[src/rtl/pc_gen_pkg.sv]
// Shared types and helpers for the program-counter generator.
// Holds the FSM state encoding and the redirect-index width helper.
package pc_gen_pkg;

    typedef enum logic [1:0] {
        ST_BOOT = 2'd0,
        ST_RUN  = 2'd1,
        ST_HALT = 2'd2
    } pc_state_e;

    // A single redirect source still needs a 1-bit index port.
    function automatic int redir_idx_w(input int n);
        return (n <= 1) ? 1 : $clog2(n);
    endfunction

endpackage

[src/rtl/pc_gen_dff.sv]
// Enable-capable flop with synchronous active-low reset.
// The reset value is a vector input, so it can come from a port.
module pc_gen_dff #(
    parameter int W = 1
) (
    input  logic         clk,
    input  logic         rst_n,
    input  logic         en,
    input  logic [W-1:0] rst_val,
    input  logic [W-1:0] d,
    output logic [W-1:0] q
);

    always_ff @(posedge clk) begin
        if (!rst_n) begin
            q <= rst_val;
        end else if (en) begin
            q <= d;
        end
    end

endmodule

[src/rtl/pc_gen_redir_arb.sv]
// Fixed-priority redirect arbiter: the lowest asserted index wins.
// Purely combinational; produces a one-hot grant, its index and an any-valid flag.
module redir_arb
    import pc_gen_pkg::*;
#(
    parameter int NUM_REDIR = 2
) (
    input  logic [NUM_REDIR-1:0]                     valid_i,
    output logic [NUM_REDIR-1:0]                     grant_o,
    output logic [redir_idx_w(NUM_REDIR)-1:0]        idx_o,
    output logic                                     any_o
);

    localparam int IW = redir_idx_w(NUM_REDIR);

    // Scan from the top down so the last hit is the lowest index.
    always_comb begin
        grant_o = '0;
        idx_o   = '0;
        any_o   = |valid_i;
        for (int i = NUM_REDIR - 1; i >= 0; i--) begin
            if (valid_i[i]) begin
                grant_o    = '0;
                grant_o[i] = 1'b1;
                idx_o      = IW'(i);
            end
        end
    end

endmodule

[src/rtl/pc_gen.sv]
// Program-counter generator with BOOT/RUN/HALT control, prioritised
// redirects, misalignment detection and a valid/ready handshake to fetch.
module pc_gen
    import pc_gen_pkg::*;
#(
    parameter int PC_WIDTH   = 32,
    parameter int INC_AMOUNT = 4,
    parameter int NUM_REDIR  = 2
) (
    input  logic                                  clk,
    input  logic                                  rst_n,
    input  logic [PC_WIDTH-1:0]                   reset_vector,
    input  logic [NUM_REDIR-1:0]                  redir_valid,
    input  logic [NUM_REDIR-1:0][PC_WIDTH-1:0]    redir_pc,
    input  logic                                  halt_req,
    input  logic                                  resume,
    input  logic                                  pc_ready,
    output logic [PC_WIDTH-1:0]                   pc_out,
    output logic                                  pc_valid,
    output logic [redir_idx_w(NUM_REDIR)-1:0]     redir_idx,
    output logic                                  redir_taken,
    output logic                                  misalign_err,
    output logic                                  halted
);

    localparam int IW = redir_idx_w(NUM_REDIR);
    localparam logic [PC_WIDTH-1:0] ALIGN_MASK = PC_WIDTH'(INC_AMOUNT - 1);
    localparam logic [PC_WIDTH-1:0] INC        = PC_WIDTH'(INC_AMOUNT);

    pc_state_e            state_q;
    pc_state_e            state_d;
    logic [1:0]           stateRaw;
    logic [PC_WIDTH-1:0]  pc_q;
    logic [PC_WIDTH-1:0]  pc_d;
    logic                 pcEn;

    logic [NUM_REDIR-1:0] grant;
    logic [IW-1:0]        winIdx;
    logic                 anyRedir;
    logic [PC_WIDTH-1:0]  target;
    logic                 misaligned;
    logic                 redirLoad;
    logic                 handshake;

    logic                 redir_taken_q;
    logic                 misalign_err_q;
    logic [IW-1:0]        redir_idx_q;

    redir_arb #(
        .NUM_REDIR (NUM_REDIR)
    ) u_arb (
        .valid_i (redir_valid),
        .grant_o (grant),
        .idx_o   (winIdx),
        .any_o   (anyRedir)
    );

    // One-hot mux of the winning target, then classify the redirect.
    always_comb begin
        target = '0;
        for (int i = 0; i < NUM_REDIR; i++) begin
            if (grant[i]) begin
                target = target | redir_pc[i];
            end
        end
        misaligned = anyRedir && ((target & ALIGN_MASK) != '0);
        redirLoad  = anyRedir && !misaligned;
        handshake  = (state_q == ST_RUN) && pc_ready;
    end

    always_comb begin
        pc_d = pc_q;
        pcEn = 1'b0;
        if (redirLoad) begin
            pc_d = target;
            pcEn = 1'b1;
        end else if (handshake) begin
            pc_d = pc_q + INC;
            pcEn = 1'b1;
        end
    end

    // A misaligned target halts from any state; halt_req beats resume in HALT.
    always_comb begin
        state_d = state_q;
        if (misaligned) begin
            state_d = ST_HALT;
        end else begin
            unique case (state_q)
                ST_BOOT: state_d = ST_RUN;
                ST_RUN:  state_d = halt_req ? ST_HALT : ST_RUN;
                ST_HALT: state_d = (!halt_req && resume) ? ST_RUN : ST_HALT;
                default: state_d = ST_BOOT;
            endcase
        end
    end

    pc_gen_dff #(.W(PC_WIDTH)) u_pc_reg (
        .clk     (clk),
        .rst_n   (rst_n),
        .en      (pcEn),
        .rst_val (reset_vector),
        .d       (pc_d),
        .q       (pc_q)
    );

    pc_gen_dff #(.W(2)) u_state_reg (
        .clk     (clk),
        .rst_n   (rst_n),
        .en      (1'b1),
        .rst_val (ST_BOOT),
        .d       (state_d),
        .q       (stateRaw)
    );

    assign state_q = pc_state_e'(stateRaw);

    always_ff @(posedge clk) begin
        if (!rst_n) begin
            redir_taken_q  <= 1'b0;
            misalign_err_q <= 1'b0;
            redir_idx_q    <= '0;
        end else begin
            redir_taken_q  <= redirLoad;
            misalign_err_q <= misaligned;
            redir_idx_q    <= winIdx;
        end
    end

    assign pc_out       = pc_q;
    assign pc_valid     = (state_q == ST_RUN);
    assign halted       = (state_q == ST_HALT);
    assign redir_taken  = redir_taken_q;
    assign misalign_err = misalign_err_q;
    assign redir_idx    = redir_idx_q;

endmodule

[config.mk]
export PLATFORM = sky130hd
export DESIGN_NAME = pc_gen
export DESIGN_NICKNAME = d
export VERILOG_FILES = /design/src/rtl/pc_gen_pkg.sv /design/src/rtl/pc_gen_dff.sv /design/src/rtl/pc_gen_redir_arb.sv /design/src/rtl/pc_gen.sv
export SDC_FILE = /design/constraint.sdc
export NUM_CORES = 1
export LEC_CHECK = 0
export ABC_AREA = 1
export CAP_MARGIN = 30
export CORE_MARGIN = 5
export CORE_UTILIZATION = 38
export DETAILED_ROUTE_END_ITERATION = 6
export HOLD_SLACK_MARGIN = 0.03
export PLACE_DENSITY = 0.79
export SYNTH_ARGS = -nofsm -noshare
export SYNTH_HDL_FRONTEND = slang
export SYNTH_SLANG_ARGS = --single-unit
[constraint.sdc]
create_clock -name clk -period 1.8 [get_ports clk]
set_input_delay 0.18 -clock clk [delete_from_list [all_inputs] [get_ports clk]]
set_output_delay 0.18 -clock clk [all_outputs]
set_load 0.02 [all_outputs]
Yosys cells after proc, flatten, opt, wreduce, memory -nomap -nowiden
Index checks and enable logic that the tools add are counted.
{"block": "op_classes", "n_addsub": 1, "multipliers": 0, "div": 0, "magnitude_cmp": 0, "eq_ne": 4, "shifts": 0, "n_mux": 15, "n_bitwise": 2, "n_reduce_logical": 12}
{"operator": "32-bit two-way mux", "count": 6}
{"operator": "32-bit by 3-bit adder with 32-bit output, second input constant", "count": 1}
{"operator": "32-bit OR", "count": 1}
{"operator": "32-bit nonzero test", "count": 1}
{"operator": "2-bit two-way mux", "count": 5}
{"operator": "2-bit one-hot mux with 3 select lines", "count": 1}
{"operator": "2-bit OR reduction", "count": 3}
{"operator": "1-bit logical AND", "count": 4}
{"operator": "1-bit two-way mux", "count": 3}
{"operator": "3-bit by 1-bit != test with 1-bit output, second input constant", "count": 1}
{"operator": "2-bit by 1-bit equality test with 1-bit output, second input constant", "count": 1}
{"operator": "2-bit equality test, second input constant", "count": 1}
{"operator": "1-bit logical NOT", "count": 2}
{"operator": "2-bit logical NOT", "count": 1}
{"operator": "2-bit by 1-bit != test with 1-bit output, second input constant", "count": 1}
{"operator": "2-bit AND reduction", "count": 1}
{"operator": "1-bit inverter", "count": 1}
{"block": "word_totals", "regBits": 37, "latch_bits": 0, "ram_bits": 0, "mem_bits_ro": 0, "in_bits": 103, "output_inout_bits": 37, "elab_cells": 40, "n_memories": 0}

Depth between registers and ports, before layout
Gate-level depths: netlist of run 1.
{"block": "depth", "word_depth": 12, "mapped_depth": 10, "depth_no_buf": 10}

Cells and area by module
A second synthesis of run 1 with hierarchy kept.
{"block": "hier_totals", "hier_cells": 471, "area_unflattened_um2": 3184.3}
{"mod": "pc_gen", "n_inst": 1, "cells_each": 316, "area_per_inst_um2": 1657.8, "seq_area_each_um2": 60.1}
{"mod": "pc_gen_dff (u_pc_reg)", "n_inst": 1, "cells_each": 138, "area_per_inst_um2": 1402.6, "seq_area_each_um2": 960.9}
{"mod": "pc_gen_dff (u_state_reg)", "n_inst": 1, "cells_each": 11, "area_per_inst_um2": 93.8, "seq_area_each_um2": 60.1}
{"mod": "redir_arb", "n_inst": 1, "cells_each": 6, "area_per_inst_um2": 30.0, "seq_area_each_um2": 0.0}

Worst setup path after synthesis of run 1
OpenSTA, ideal clock, no wires.
{"block": "synth_timing", "kind": "input to register", "start": "in redir_valid[0]", "end": "reg u_pc_reg.q[10], enable pin", "setup_time_ns": 0.387, "t_arrival_ns": 1.545, "required_ns": 1.413, "setup_slack_ns": -0.132, "cell_stages": 7, "n_path_buf": 2, "path_cell_list": "buf_6 > o21ai_1 > nand3_2 > nand2_4 > inv_4 > buf_6 > nand2_1"}
{"block": "synth_between", "elab_chain_len": 11, "elab_cells_between_ends": 13, "cone_classes": "eq/ne (2); mux (4); bitwise (1); reduce/logical (6)"}
{"item": "start: declaration", "line": "pc_gen.sv:13", "text": "input logic [NUM_REDIR-1:0] redir_valid,"}
{"item": "2-bit two-way mux", "line": "pc_gen_redir_arb.sv:22", "text": "if (valid_i[i]) begin"}
{"item": "32-bit two-way mux", "line": "pc_gen.sv:62", "text": "if (grant[i]) begin"}
{"item": "32-bit OR", "line": "pc_gen.sv:63", "text": "target = target | redir_pc[i];"}
{"item": "32-bit two-way mux", "line": "pc_gen.sv:62"}
{"item": "32-bit nonzero test", "line": "pc_gen.sv:66", "text": "misaligned = anyRedir && ((target & ALIGN_MASK) != '0);"}
{"item": "1-bit logical AND", "line": "pc_gen.sv:66"}
{"item": "1-bit logical NOT", "line": "pc_gen.sv:67", "text": "redirLoad = anyRedir && !misaligned;"}
{"item": "1-bit logical AND *", "line": "pc_gen.sv:67"}
{"item": "1-bit two-way mux", "line": "pc_gen.sv:74", "text": "if (redirLoad) begin"}
{"item": "2-bit by 1-bit != test with 1-bit output (no source line)"}
{"item": "2-bit AND reduction (no source line) *"}
{"item": "end signal: assignment", "line": "pc_gen_dff.sv:16", "text": "q <= rst_val;"}
{"item": "end: declaration", "line": "pc_gen_dff.sv:11", "text": "output logic [W-1:0] q"}
Every way passes the cells marked *; elsewhere a longest branch is shown, timed or not.
A chain may end at the register's enable or synchronous reset.

Final worst setup path of run 1
{"block": "layout_timing", "start": "reg u_pc_reg.q[2]", "end": "reg u_pc_reg.q[13] (data pin)"}
{"block": "layout_between", "elab_chain_len": 5}
{"item": "32-bit by 3-bit adder with 32-bit output", "line": "pc_gen.sv:78", "text": "pc_d = pc_q + INC;"}
{"item": "32-bit two-way mux", "line": "pc_gen.sv:77", "text": "end else if (handshake) begin"}
{"item": "32-bit two-way mux", "line": "pc_gen.sv:74"}
{"item": "32-bit two-way mux", "line": "pc_gen_dff.sv:17", "text": "end else if (en) begin"}
{"item": "32-bit two-way mux", "line": "pc_gen_dff.sv:15", "text": "if (!rst_n) begin"}
No other way between the ends. The select of a mux whose other input is x is not followed.

==> flow_metrics.env, run 1 <==
export IMPL_drive_gt1_share_pct=7.167
export IMPL_num_rows=32
export IMPL_fin_util_pct=60.89
export IMPL_status="finished clean"
export IMPL_peakVddDrop_v=0.0003286
export IMPL_synth_warnings=0
export IMPL_drc=0
export IMPL_final_cell_area_um2=4632
export IMPL_switching_share_pct=32.99
export IMPL_synth_async_reset_ratio_pct=0
export IMPL_relSlewSlack_pct=80.54
export IMPL_nets=703
export IMPL_synth_common_cells="147 x nand2_1, 103 x nor2_1, 47 x inv_1"
export IMPL_area_growth_pct=59.09
export IMPL_fin_ws_ns=0.05987
export IMPL_drtPass1Iterations=5
export IMPL_worst_pin_slew_ns=0.2900
export IMPL_synth_ff_type="edfxtp_1"
export IMPL_hold_slack_ns=0.4737
export IMPL_synthCells=450
export IMPL_placed_area_um2=4498
export IMPL_cpMaxStageDelayCell="edfxtp_1"
export IMPL_cp_arrival_ns=1.78
export IMPL_clockBufferDepth=2
export IMPL_cts_root_buf="clkbuf_8"
export IMPL_maxCapViolations=0
export IMPL_clk_pin_slew_ns=0.07
export IMPL_synth_avg_cell_area_um2=6.470
export IMPL_worstSetupPathType="register to register"
export IMPL_synth_top_area_share_pct=33.00
export IMPL_hold_violations=0
export IMPL_seqPwrFrac_pct=40.1
export IMPL_hp_class="input port to register"
export IMPL_reg2reg_to="u_pc_reg.q[13]"
export IMPL_path_cells="buf_4 -> inv_1 -> nor2_1 -> nand2_1 -> nor2_2 -> inv_1 -> nand2_1 -> nand2_1 -> nor2_1 -> nor2_1"
export IMPL_period_minus_slack_ns=1.740
export IMPL_rsz0062_at_grt="true"
export IMPL_fmax_mhz=574.7
export IMPL_antenna_found_initial=0
export IMPL_cp_start_kind="register"
export IMPL_crit_end="u_pc_reg.q[13]"
export IMPL_post_route_period_util_pct=96.67
export IMPL_num_vias=3443
export IMPL_viasPerCell=4.905
export IMPL_crit_fanout=4
export IMPL_rr_startpoint="u_pc_reg.q[2]"
export IMPL_gp_congestion=0.8964
export IMPL_ff2ff_path_depth=10
export IMPL_crit_path_start="u_pc_reg.q[2]"
export IMPL_syn_nets=554
export IMPL_grt_usage_pct=20.08
export IMPL_synthTopCellsByArea="edfxtp_1 33%, nand2_1 19%, nor2_1 13%"
export IMPL_overflow=0
export IMPL_setup_violations=0
export IMPL_antenna_cells=0
export IMPL_io_buffers=139
export IMPL_ios=140
export IMPL_fillers=682
export IMPL_finalWirelength_um=9658
export IMPL_die_x_um=97.53
export IMPL_clkLatencyLatePin_ns=0.30
export IMPL_p_int_mw=1.988
export IMPL_wl_per_cell_um=13.76
export IMPL_crit_buf_inv=3
export IMPL_synthMostInstantiatedCell="nand2_1"
export IMPL_path_depth=10
export IMPL_grt_pass1_vias=3434
export IMPL_antenna_left=0
export IMPL_cts_max_level=2
export IMPL_cts_tree="done"
export IMPL_clock_power_share_pct=21.9
export IMPL_synth_edf_count=32
export IMPL_switchingPower_mw=0.9786
export IMPL_synth_cell_types=31
export IMPL_regArea_um2=1061
export IMPL_p_comb_share_pct=38.0
export IMPL_grt_first_pass_wirelength_um=15870
export IMPL_endpoint_kind="register"
export IMPL_grt_max_degree=31
export IMPL_post_place_ws_ns=-0.1055
export IMPL_r2r_setup_slack_ns=0.06
export IMPL_cts_made_buffers=5
export IMPL_cts_sinks=37
export IMPL_ys_seq_area_share_pct=36.44
export IMPL_crit_required_ns=1.84
export IMPL_leakage_nw=1.999
export IMPL_syn_area_um2=2912
export IMPL_cts_hold_buf=0
export IMPL_dieHeight_um=97.53
export IMPL_fin_tns_setup_ns=0
export IMPL_synth_top_cell_by_area="edfxtp_1"
export IMPL_drv_slew=0
export IMPL_fin_skew_ns=0.01188
export IMPL_power_density_nw_per_um2=640.4
export IMPL_drt_iter0_markers=240
export IMPL_ys_ff_latch=37
export IMPL_coreArea_um2=7607
export IMPL_multi_input_area_um2=1612
export IMPL_place_hpwl_um=8018
export IMPL_critPathMaxStageDelay_ns=0.36
export IMPL_path_delay_family="simple AND/OR/NAND/NOR gates"
export IMPL_start_util_pct=38.27
export IMPL_die_area_um2=9512
what timing repair did:
item                                    in CTS  in global routing
resized for setup                            0                 11
buffers inserted                             0                  0
endpoints found under the setup margin       0                  9
worst reg2reg max path: stages (launching register included):
cell,delay (ns)
edfxtp_1,0.36
buf_4,0.14
inv_1,0.05
nor2_1,0.19
nand2_1,0.21
nor2_2,0.18
inv_1,0.07
nand2_1,0.06
nand2_1,0.06
nor2_1,0.13
nor2_1,0.05
registers in the layout, indices dropped and copies added, names as in the netlist:
signal,flops
misalign_err,1
redir_idx,1
redir_taken,1
u_pc_reg.q,32
u_state_reg.q,2
through the flow:
step	power [mW]	cells
after floorplan	1.725	450
final	2.966	702
after global routing	3.128	702
after detailed placement	2.322	694
after global placement	2.297	694
after CTS	2.971	702
power by group through the flow:
| stage | Combinational [mW] | Clock [mW] | Sequential [mW] |
|---|---|---|---|
| floorplan | 0.423 | 0 | 1.30 |
| global placement | 1.10 | 0 | 1.20 |
| detailed placement | 1.12 | 0 | 1.20 |
| CTS | 1.12 | 0.660 | 1.19 |
| global route | 1.23 | 0.693 | 1.21 |
| finish | 1.13 | 0.651 | 1.19 |
worst min path at each step:
stage / start / end / slack (ns) / cells after the start
3_3_place_gp: u_state_reg.q[0] / u_state_reg.q[1] / 0.56 / 3
5_1_grt: redir_valid[1] / redir_idx / 0.53 / 3
4_1_cts: redir_valid[1] / redir_idx / 0.47 / 3
6_report: redir_valid[1] / redir_idx / 0.47 / 3
3_5_place_dp: u_state_reg.q[0] / u_state_reg.q[0] / 0.59 / 2
2_1_floorplan: redir_valid[1] / redir_idx / 0.33 / 2
routing by layer:
metal	part of all wire [%]	wire [um]	vias to the layer above	GRT usage, %
met3	6.8	658	9	4.092
met2	51	4931	135	36.06
met4	1.0	98	0	4.366
met1	41	3970	1547	24.70
met5	0	0	-	0
li1	-	-	1752	-
cell type report:
type / count / share of cell area (%)
clock buffer: 7 / 2.080
clock inverter: 1 / 0.1080
inverter: 49 / 4.025
multi-input combinational: 350 / 34.79
sequential: 37 / 22.91
tap: 102 / 2.755
timing repair buffer: 156 / 33.33
cell families (layout without fill, tap and decap cells):
logic type / after synthesis / in the layout / share of synthesized area (%)
AND/OR/NAND/NOR: 290 / 290 / 40.05
buffers and inverters: 63 / 213 / 9.411
AO/OA/AOI/OAI: 53 / 53 / 11.86
flip-flops: 37 / 37 / 36.44
XOR/XNOR: 6 / 6 / 1.805
adder cells (fa/ha/maj): 1 / 1 / 0.4297
cells in the final DEF (no fill, tap or decap), types with 4 or more instances in the layout:
cell type	count
a22o_1	11
clkdlybuf4s50_1	139
nand2_1	145
buf_4	15
nand3_1	25
inv_1	46
clkbuf_8	7
nor3_1	5
nor2_2	6
edfxtp_1	32
o21ai_0	7
o22ai_1	16
xor2_1	4
nor2_1	98
dfxtp_1	5
a21oi_1	12
No activity file was read; power rests on OpenSTA's default activity.
==> run 2, diff against run 1 <==
==> constraint.sdc (replaced) <==
create_clock -name clk -period 1.8 [get_ports clk]
set_input_delay 0.18 -clock clk [delete_from_list [all_inputs] [get_ports clk]]
set_output_delay 0.18 -clock clk [all_outputs]
set_load 0.05 [all_outputs]
==> flow_metrics.env, run 2 (synthesized netlist as in run 1, its figures left out) <==
export IMPL_switching_share_pct=39.32
export IMPL_drt_iter0_markers=235
export IMPL_seqPwrFrac_pct=39.0
export IMPL_ios=140
export IMPL_start_util_pct=38.27
export IMPL_hp_class="input port to register"
export IMPL_power_density_nw_per_um2=681.3
export IMPL_gp_congestion=0.9019
export IMPL_total_power_mw=3.080
export IMPL_clock_power_share_pct=18.8
export IMPL_rsz0062_at_grt="true"
export IMPL_antenna_left=0
export IMPL_grt_max_degree=31
export IMPL_cp_arrival_ns=1.60
export IMPL_num_vias=3430
export IMPL_coreArea_um2=7607
export IMPL_wl_per_cell_um=13.58
export IMPL_area_growth_pct=55.26
export IMPL_io_buffers=139
export IMPL_cts_made_buffers=5
export IMPL_p_int_mw=1.869
export IMPL_viasPerCell=4.907
export IMPL_period_minus_slack_ns=1.777
export IMPL_maxCapViolations=0
export IMPL_status="finished clean"
export IMPL_crit_buf_inv=1
export IMPL_final_common_cell="nand2_1"
export IMPL_fin_ws_ns=0.02342
export IMPL_drc=0
export IMPL_grt_usage_pct=19.84
export IMPL_dieHeight_um=97.53
export IMPL_crit_fanout=4
export IMPL_cts_root_buf="clkbuf_8"
export IMPL_worstSetupPathType="register to primary output"
export IMPL_fillers=711
export IMPL_clkLatencyLatePin_ns=0.30
export IMPL_path_cells="clkdlybuf4s50_1"
export IMPL_cts_hold_buf=0
export IMPL_path_delay_family="buffers and inverters"
export IMPL_largest_registers="u_pc_reg.q (32), u_state_reg.q (2)"
export IMPL_grt_pass1_vias=3377
export IMPL_cts_tree="done"
export IMPL_antenna_found_initial=0
export IMPL_fin_skew_ns=0.007013
export IMPL_endpoint_kind="primary output"
export IMPL_cts_max_level=2
export IMPL_fmax_mhz=562.9
export IMPL_nets=700
export IMPL_drtPass1Iterations=4
export IMPL_die_x_um=97.53
export IMPL_switchingPower_mw=1.211
export IMPL_hold_slack_ns=0.4786
export IMPL_post_route_period_util_pct=98.70
export IMPL_clk_pin_slew_ns=0.08
export IMPL_crit_required_ns=1.62
export IMPL_regArea_um2=1061
export IMPL_largest_register_ffs=32
export IMPL_drive_gt1_share_pct=11.39
export IMPL_cp_start_kind="register"
export IMPL_leakage_nw=1.996
export IMPL_num_rows=32
export IMPL_relSlewSlack_pct=65.19
export IMPL_peakVddDrop_v=0.0002811
export IMPL_multi_input_area_um2=1622
export IMPL_largest_register="u_pc_reg.q"
export IMPL_grt_first_pass_wirelength_um=15740
export IMPL_finalWirelength_um=9493
export IMPL_p_comb_share_pct=42.2
export IMPL_setup_violations=0
export IMPL_die_area_um2=9512
export IMPL_place_hpwl_um=7848
export IMPL_clockBufferDepth=2
export IMPL_drv_slew=0
export IMPL_final_cell_mix="144 x nand2_1, 112 x clkdlybuf4s50_1, 97 x nor2_1"
export IMPL_antenna_cells=0
export IMPL_cpMaxStageDelayCell="clkdlybuf4s50_1"
export IMPL_hold_violations=0
export IMPL_worst_pin_slew_ns=0.5205
export IMPL_overflow=0
export IMPL_cts_sinks=37
export IMPL_post_place_ws_ns=-0.1326
export IMPL_critPathMaxStageDelay_ns=0.85
run 2: final timing paths:
path / startpoint / to / slack (ns) / depth (start not counted)
hold reg to reg: u_state_reg.q[0] / u_state_reg.q[1] / 0.57 / 3
setup / recovery: u_pc_reg.q[3] / pc_out[3] / 0.02 / 1
setup reg to reg: u_pc_reg.q[2] / u_pc_reg.q[22] / 0.03 / 8
hold / removal: redir_valid[1] / redir_idx / 0.48 / 3
run 2: stage by stage:
step | instances | util (%) | setup TNS, ns | cell area [um2]
global route | 699 | 59.42 | -0.09360 | 4521
finish | 699 | 59.42 | 0 | 4521
global placement | 689 | 57.81 | -0.5762 | 4398
CTS | 697 | 58.90 | 0 | 4481
detailed placement | 689 | 57.81 | -4.747 | 4398
floorplan | 450 | - | -0.8094 | 2932
run 2: layout make-up:
cell class	instances	area share [%]
Timing Repair Buffer	153	31.88
Sequential cell	37	23.47
Tap cell	102	2.823
Multi-Input combinational cell	350	35.87
Inverter	49	4.124
Clock inverter	2	0.2214
Clock buffer	6	1.605
run 2: timing repair:
action / in CTS / in global routing
endpoints found under the setup margin: 0 / 6
buffers inserted: 0 / 2
gates resized for setup: 0 / 6
run 2: metal layers:
metal | GRT usage, % | vias to the layer above | routed length, um
met3 | 4.307 | 13 | 603
met2 | 35.74 | 119 | 4735
met5 | 0 | - | 0
li1 | - | 1739 | -
met1 | 23.80 | 1559 | 3964
met4 | 5.112 | 0 | 190
run 2: power groups by stage:
| stage | combinational [mW] | sequential (mW) | clock, mW |
|---|---|---|---|
| finish | 1.30 | 1.20 | 0.579 |
| global placement | 1.27 | 1.21 | 0 |
| CTS | 1.30 | 1.19 | 0.579 |
| detailed placement | 1.29 | 1.21 | 0 |
| global route | 1.41 | 1.21 | 0.624 |
| floorplan | 0.437 | 1.53 | 0 |
==> run 3, diff against run 2 <==
--- a/config.mk
+++ b/config.mk
@@ -6,7 +6,7 @@
 export NUM_CORES = 1
 export LEC_CHECK = 0
 export ABC_AREA = 1
-export CAP_MARGIN = 30
+export CAP_MARGIN = 25
 export CORE_MARGIN = 5
 export CORE_UTILIZATION = 38
 export DETAILED_ROUTE_END_ITERATION = 6
==> results of run 3 <==
Same layout as run 2: the final DEF is identical, and so are final timing and power.
